## src/rtl/jt12_pgx.sv

```systemverilog
// Time-multiplexed FM phase generator: one accumulator shared by NUM_CH*OPS slots,
// with phase stop/reset, direct increment and a slot-tagged, delayed output.
module jt12_pgx #(
  parameter  int NUM_CH  = 6,
  parameter  int OPS     = 4,
  parameter  int PHW     = 20,
  parameter  int OUTW    = 10,
  parameter  int OUT_DLY = 6,
  localparam int NS      = NUM_CH*OPS,
  localparam int SW      = $clog2(NS)
) (
  input  logic              clk,
  input  logic              rst,
  input  logic              clk_en,
  output logic [SW-1:0]     slot_I,
  input  logic [10:0]       fnum_I,
  input  logic [2:0]        block_I,
  input  logic signed [7:0] pm_I,
  input  logic signed [5:0] dt_I,
  input  logic [3:0]        mul_I,
  input  logic              pg_rst_I,
  input  logic              pg_stop_I,
  input  logic              direct_I,
  input  logic [16:0]       dinc_I,
  output logic [4:0]        keycode_II,
  output logic [OUTW-1:0]   phase_out,
  output logic [SW-1:0]     slot_out,
  output logic              sync
);

  typedef struct packed {
    logic [16:0]   inc;
    logic [3:0]    mul;
    logic          prst;
    logic          pstop;
    logic [SW-1:0] slot;
  } st2_t;

  logic [SW-1:0]                  slot_cnt;
  st2_t                           st2;
  logic [NS-1:0][PHW-1:0]         ph_sr;
  logic [OUT_DLY+1:0][OUTW-1:0]   ph_dly;
  logic [OUT_DLY+1:0][SW-1:0]     sl_dly;

  logic signed [12:0] fm_raw;
  logic [10:0]        fm;
  logic [16:0]        inc_I;
  logic [4:0]         kc_I;
  logic [PHW-1:0]     step, ph_old, ph_new;

  // Stage I: saturated fnum+pm, octave shift, detune, keycode
  always_comb begin
    fm_raw = $signed({2'b00, fnum_I}) + $signed({{5{pm_I[7]}}, pm_I});
    fm     = fm_raw[10:0];
    if (fm_raw[12])      fm = '0;
    else if (fm_raw[11]) fm = 11'h7ff;
    inc_I = 17'((({7'd0, fm} << block_I) >> 1)) + {{11{dt_I[5]}}, dt_I};
    if (direct_I) inc_I = dinc_I;
    kc_I = {block_I, fnum_I[10],
            (fnum_I[10] & (|fnum_I[9:7])) | (~fnum_I[10] & (&fnum_I[9:7]))};
  end

  // Stage II: multiply and accumulate against the slot's entry from the previous frame
  always_comb begin
    ph_old = ph_sr[NS-1];
    if (st2.mul == 4'd0) step = PHW'(st2.inc >> 1);
    else                 step = PHW'(21'(st2.inc) * 21'(st2.mul));
    if (st2.prst)       ph_new = '0;
    else if (st2.pstop) ph_new = ph_old;
    else                ph_new = ph_old + step;
  end

  always_ff @(posedge clk) begin
    if (rst) begin
      slot_cnt   <= '0;
      st2        <= '0;
      keycode_II <= '0;
      ph_sr      <= '0;
      ph_dly     <= '0;
      sl_dly     <= '0;
    end else if (clk_en) begin
      slot_cnt   <= (slot_cnt == SW'(NS-1)) ? '0 : slot_cnt + 1'b1;
      st2        <= '{inc: inc_I, mul: mul_I, prst: pg_rst_I, pstop: pg_stop_I, slot: slot_cnt};
      keycode_II <= kc_I;
      // NS-deep shift: the tail always holds the entry written NS updates ago
      ph_sr      <= {ph_sr[NS-2:0], ph_new};
      ph_dly     <= {ph_dly[OUT_DLY:0], ph_new[PHW-1 -: OUTW]};
      sl_dly     <= {sl_dly[OUT_DLY:0], st2.slot};
    end
  end

  assign slot_I    = slot_cnt;
  assign phase_out = ph_dly[OUT_DLY+1];
  assign slot_out  = sl_dly[OUT_DLY+1];
  assign sync      = (slot_out == '0);

endmodule

```

## config.mk

```make
export PLATFORM = sky130hd
export DESIGN_NAME = jt12_pgx
export DESIGN_NICKNAME = d
export VERILOG_FILES = /design/src/rtl/jt12_pgx.sv
export SDC_FILE = /design/constraint.sdc
export NUM_CORES = 1
export LEC_CHECK = 0
export BUFFER_PORTS_ARGS = -buffer_cell sky130_fd_sc_hd__buf_2
export CORE_ASPECT_RATIO = 1.75
export CORE_UTILIZATION = 46
export CTS_CLUSTER_DIAMETER = 60
export CTS_CLUSTER_SIZE = 20
export DETAILED_ROUTE_END_ITERATION = 12
export PLACE_DENSITY = 0.64
export SKIP_CTS_REPAIR_TIMING = 1
export SYNTH_ARGS = -nofsm -noshare
export SYNTH_HDL_FRONTEND = slang
export SYNTH_SLANG_ARGS = --single-unit
```

## constraint.sdc

```tcl
create_clock -name clk -period 6.7 [get_ports clk]
set_input_delay 0.67 -clock clk [delete_from_list [all_inputs] [get_ports clk]]
set_output_delay 0.67 -clock clk [all_outputs]
set_load 0.05 [all_outputs]
```

After elaboration in Yosys (flattened, before gate mapping)

Cells that the tools add are included.

Register bits after elaboration: 638
Input port bits: 55
Logic and storage cells: 69

$add $sub $neg: 4
Multipliers: 1
Equal/unequal tests: 1
Shift-type cells: 1
Muxes and demuxes: 7
Bitwise gates (word level): 4
Reduce and logical (&&, ||, !) cells: 4

Operators by type and width:

| kind                                        | count |
|---|---|
| two-way mux 20 bit                          | 3 |
| two-way mux 11 bit                          | 2 |
| adder 20 bit                                | 1 |
| multiplier 17 x 4 -> 20 bit                 | 1 |
| << shifter 11 x 3 -> 18 bit                 | 1 |
| adder 17 bit                                | 1 |
| two-way mux 17 bit                          | 1 |
| adder 12 x 8 -> 13 bit                      | 1 |
| adder 5 x 1 -> 5 bit, second input constant | 1 |
| equality test 5 bit, second input constant  | 1 |
| zero test 5 bit                             | 1 |
| two-way mux 5 bit                           | 1 |
| zero test 4 bit                             | 1 |
| AND reduction 3 bit                         | 1 |
| OR reduction 3 bit                          | 1 |
| AND 1 bit                                   | 2 |
| NOT 1 bit                                   | 1 |
| OR 1 bit                                    | 1 |

Logic depth before layout (Yosys ltp)

Depth in word-level cells: 6
Depth in mapped cells: 27

Least setup slack after synthesis

Ideal clock, no wire load.

Path type: reg2reg
Start point: reg st2[10] (netlist bit)
End point: reg ph_sr[19] (netlist bit)
Setup time: 117 ps
Arrival: 5182 ps
Slack: 1401 ps
Cell stages (with the launch flop): 26
Cells stage by stage: dfxtp_1 clkbuf_1 clkbuf_1 nand2_1 fa_1 fa_1 inv_1 ha_1 a211oi_1 o21ai_1 a31oi_1 o21bai_1 a21oi_1 nor2_1 a2111oi_0 o31ai_1 ha_1 a21o_1 a21oi_1 inv_1 a21oi_1 o21ai_1 o41ai_1 xor2_1 mux2i_1 nand2_1

Longest elaborated chain between the ends: 5
Elaborated cells on any way between the ends: 6
Those cells by class: add/sub (1); mul (1); mux (3); reduce/logical (1)

Ends and longest elaborated chain:

| item                                                           | RTL line | source |
|---|---|---|
| start, declared                                                | 40       | `st2_t st2;` |
| start signal, assigned                                         | 83       | `st2 <= '{inc: inc_I, mul: mul_I, prst: pg_rst_I, pstop: pg_stop_I, slot: slot_cnt};` |
| multiplier 17 x 4 -> 20 bit or zero test 4 bit (tied branches) | 67, 66   |  |
| two-way mux 20 bit *                                           | 66       | `if (st2.mul == 4'd0) step = PHW'(st2.inc >> 1);` |
| adder 20 bit *                                                 | 70       | `else ph_new = ph_old + step;` |
| two-way mux 20 bit *                                           | 69       | `else if (st2.pstop) ph_new = ph_old;` |
| two-way mux 20 bit *                                           | 68       | `if (st2.prst) ph_new = '0;` |
| end signal, assigned                                           | 86       | `ph_sr <= {ph_sr[NS-2:0], ph_new};` |
| end, declared                                                  | 41       | `logic [NS-1:0][PHW-1:0] ph_sr;` |

Mark *: on every way between the ends. The rest lies on a longest branch, timed or not.
A chain may end at the register's enable or synchronous reset.

Final worst setup path

Same ends and word-level chain as after synthesis.

==> impl_metrics.env <==
export IMPL_power_internal_mw=4.61
export IMPL_grt_overflow_total=0
export IMPL_root_buffer="clkbuf_16"
export IMPL_synth_cell_types=69
export IMPL_vias=16500
export IMPL_synthArstFlopShare_pct=0
export IMPL_synthXorXnorAreaFrac_pct=2.10
export IMPL_final_antenna_net_count=0
export IMPL_power_density_nw_per_um2=234
export IMPL_layout_drive_gt1_share_pct=6.18
export IMPL_max_freq_mhz=170
export IMPL_die_h_um=308
export IMPL_crit_path_end_kind="register"
export IMPL_max_slew_margin_pct=34.8
export IMPL_vias_per_cell=5.14
export IMPL_p_clk_share_pct=33.8
export IMPL_drt_iter0_markers=812
export IMPL_routed_wirelength_um=44300
export IMPL_place_inst=3177
export IMPL_fin_crit_sh_pct=87.9
export IMPL_skew_ns=0.0181
export IMPL_path_max_fanout=19
export IMPL_htree_levels=2
export IMPL_postSynthCellCount=2567
export IMPL_synth_top_area_share_pct=45.5
export IMPL_path_clk_slew_ns=0.08
export IMPL_critical_path_required_ns=7.15
export IMPL_fin_crit_ns=5.89
export IMPL_final_cell_mix="nor2_1, dfxtp_1, mux2i_1"
export IMPL_rows=111
export IMPL_fp_dieArea_sq_um=54400
export IMPL_finalSetupTns_ns=0
export IMPL_area_growth_pct=7.16
export IMPL_drc=0
export IMPL_finalSetupViolations=0
export IMPL_io_pins=81
export IMPL_worst_pin_slew_ns=0.977
export IMPL_synth_area_sq_um=24600
export IMPL_grt_pass1_vias=16000
export IMPL_crit_path_frequent_cell="a21oi_1"
export IMPL_synth_seq_cells=558
export IMPL_p_leak_nw=12.0
export IMPL_maxCapViolCount=0
export IMPL_cts_sinks=558
export IMPL_seqPwrFrac_pct=54.7
export IMPL_met2WireLength_um=22000
export IMPL_path_class="reg -> reg"
export IMPL_grt_use_total_pct=16.5
export IMPL_slowest_stage="dfxtp_1"
export IMPL_avgSynthCellArea_sq_um=9.57
export IMPL_power_frac_comb_pct=11.5
export IMPL_synth_top_family_by_area="multiplexers"
export IMPL_synth_ff_type="dfxtp_1"
export IMPL_final_common_cell="nor2_1"
export IMPL_cts_tree="built"
export IMPL_wire_per_inst_um=13.8
export IMPL_critPathArrivalTime_ns=6.34
export IMPL_diodes=0
export IMPL_yosys_warnings=0
export IMPL_grt_max_degree=226
export IMPL_switchingPower_mw=1.54
export IMPL_nNetsFinal=2695
export IMPL_gp_congestion=0.880
export IMPL_synth_area_top_cells="dfxtp_1, mux2i_1, nor2_1, ha_1, fa_1"
export IMPL_route_met3_wl_um=1020
export IMPL_crit_chain="nand2_1, fa_1, fa_1, inv_1, ha_1, a211oi_1, o21ai_1, a31oi_1, o21bai_1, a21oi_1, xor2_1, o21ai_0, ha_1, a21o_1, a21oi_1, nor3b_1, a21oi_1, o21ai_1, o41ai_1, xor2_1, mux2i_1, nand2_1"
export IMPL_start_util_pct=46.7
export IMPL_synth_edff_count=0
export IMPL_core_area_sq_um=52600
export IMPL_synth_mux_area_share_pct=22.2
export IMPL_fin_cells=3220
export IMPL_synth_compound_area_share_pct=6.31
export IMPL_cts_made_buffers=35
export IMPL_portBuffers=80
export IMPL_highest_layer="met4"
export IMPL_crit_path_start_kind="register"
export IMPL_vdd_drop_max_v=0.000178
export IMPL_r2r_slack_ns=0.81
export IMPL_synthAdderAreaFrac_pct=6.30
export IMPL_synth_nets=2726
export IMPL_hold_violations=0
export IMPL_met1Wirelength_um=19700
export IMPL_hpwl_um=29900
export IMPL_clockBufferDepth=3
export IMPL_clk_latency_ns=0.55
export IMPL_slew_violations=0
export IMPL_die_w_um=177
export IMPL_synth_top_cell_by_area="dfxtp_1"
export IMPL_dr_pass1_iters=5
export IMPL_outcome="finished, final reports clean"
export IMPL_antenna_found_initial=1
export IMPL_cpPeakStageDelay_ns=0.68
export IMPL_hold_class="in -> reg"
export IMPL_swShare_pct=25.1
export IMPL_ys_seq_area_share_pct=45.5
export IMPL_yosys_area_share_simple_pct=13.7
export IMPL_rsz0062_at_grt="no"
export IMPL_grt_pass1_wl_um=75700
-- area by class of cell --
class                   count  area, sq um
multi-input cells        1763        12400
clock buffers              37          915
fillers                  4932        26300
well taps                 678          848
flip-flops and latches    558        11200
inverters                  83          312
repair buffers             95          583
clock inverters             6         76.3
-- critical path: cells and delay by family (launching register included) --
kind	cells	cell delay (ns)
AOI/OAI and AO/OA	11	2.30
adders and majority gates	4	1.81
DFF	1	0.68
xor gates and xnor gates	2	0.37
and+or+nand+nor	3	0.32
muxes	1	0.21
buffers and inverters	1	0.06
-- synth_stat cells, types with 25 or more instances --
| master | instances |
|---|---|
| a21oi_1 | 59 |
| and2_1 | 45 |
| buf_1 | 69 |
| clkbuf_1 | 79 |
| dfxtp_1 | 558 |
| fa_1 | 33 |
| ha_1 | 71 |
| inv_1 | 82 |
| mux2i_1 | 537 |
| nand2_1 | 100 |
| nor2_1 | 601 |
| o21ai_0 | 36 |
| o21ai_1 | 35 |
| xnor2_1 | 29 |
| xor2_1 | 25 |
-- sequential cells by signal (all words and copies together), names as in the netlist --
signal,count
ph_sr,460
sl_dly,35
st2,28
ph_old,20
keycode_II,5
slot_I,5
slot_out,5
-- power by group through the flow --
stage | clock, mW | combinational (mW) | sequential (mW)
6_report | 2.08 | 0.709 | 3.37
5_1_grt | 2.29 | 0.787 | 3.37
4_1_cts | 2.18 | 0.717 | 3.37
3_5_place_dp | 0 | 0.713 | 3.45
3_3_place_gp | 0 | 0.703 | 3.45
2_1_floorplan | 0 | 0.554 | 3.44
-- layer usage --
metal | track usage [%] | up-vias
li1 | - | 8517
met5 | 0 | -
met2 | 29.5 | 164
met4 | 6.38 | 0
met1 | 20.0 | 7785
met3 | 1.75 | 70
-- logic make-up after synthesis --
family	count (synthesis)
simple gates	819
flops	558
mux	544
buf+inv	246
compound gates	240
fa+ha+maj	104
xor+xnor	56
-- final timing paths --
path | from | end | depth (start not counted)
hold reg to reg | ph_sr[272] | ph_sr[272] | 2
setup / recovery | st2[10] | ph_sr[19] | 22
setup reg to reg | st2[10] | ph_sr[19] | 22
hold / removal | mul_I[0] | st2[7] | 3
-- stage by stage --
stage	setup slack (ns)	util (%)	hold WS (ns)	power, mW	instance area [sq um]
6_report	0.810	50.0	0.363	6.16	26300
5_1_grt	0.0945	50.0	0.375	6.45	26300
4_1_cts	0.757	50.0	0.337	6.27	26300
3_5_place_dp	0.795	48.2	0.479	4.16	25300
3_3_place_gp	0.821	48.2	0.471	4.15	25300
2_1_floorplan	1.40	-	0.427	4.00	24600
No activity file was read; power rests on OpenSTA's default activity.
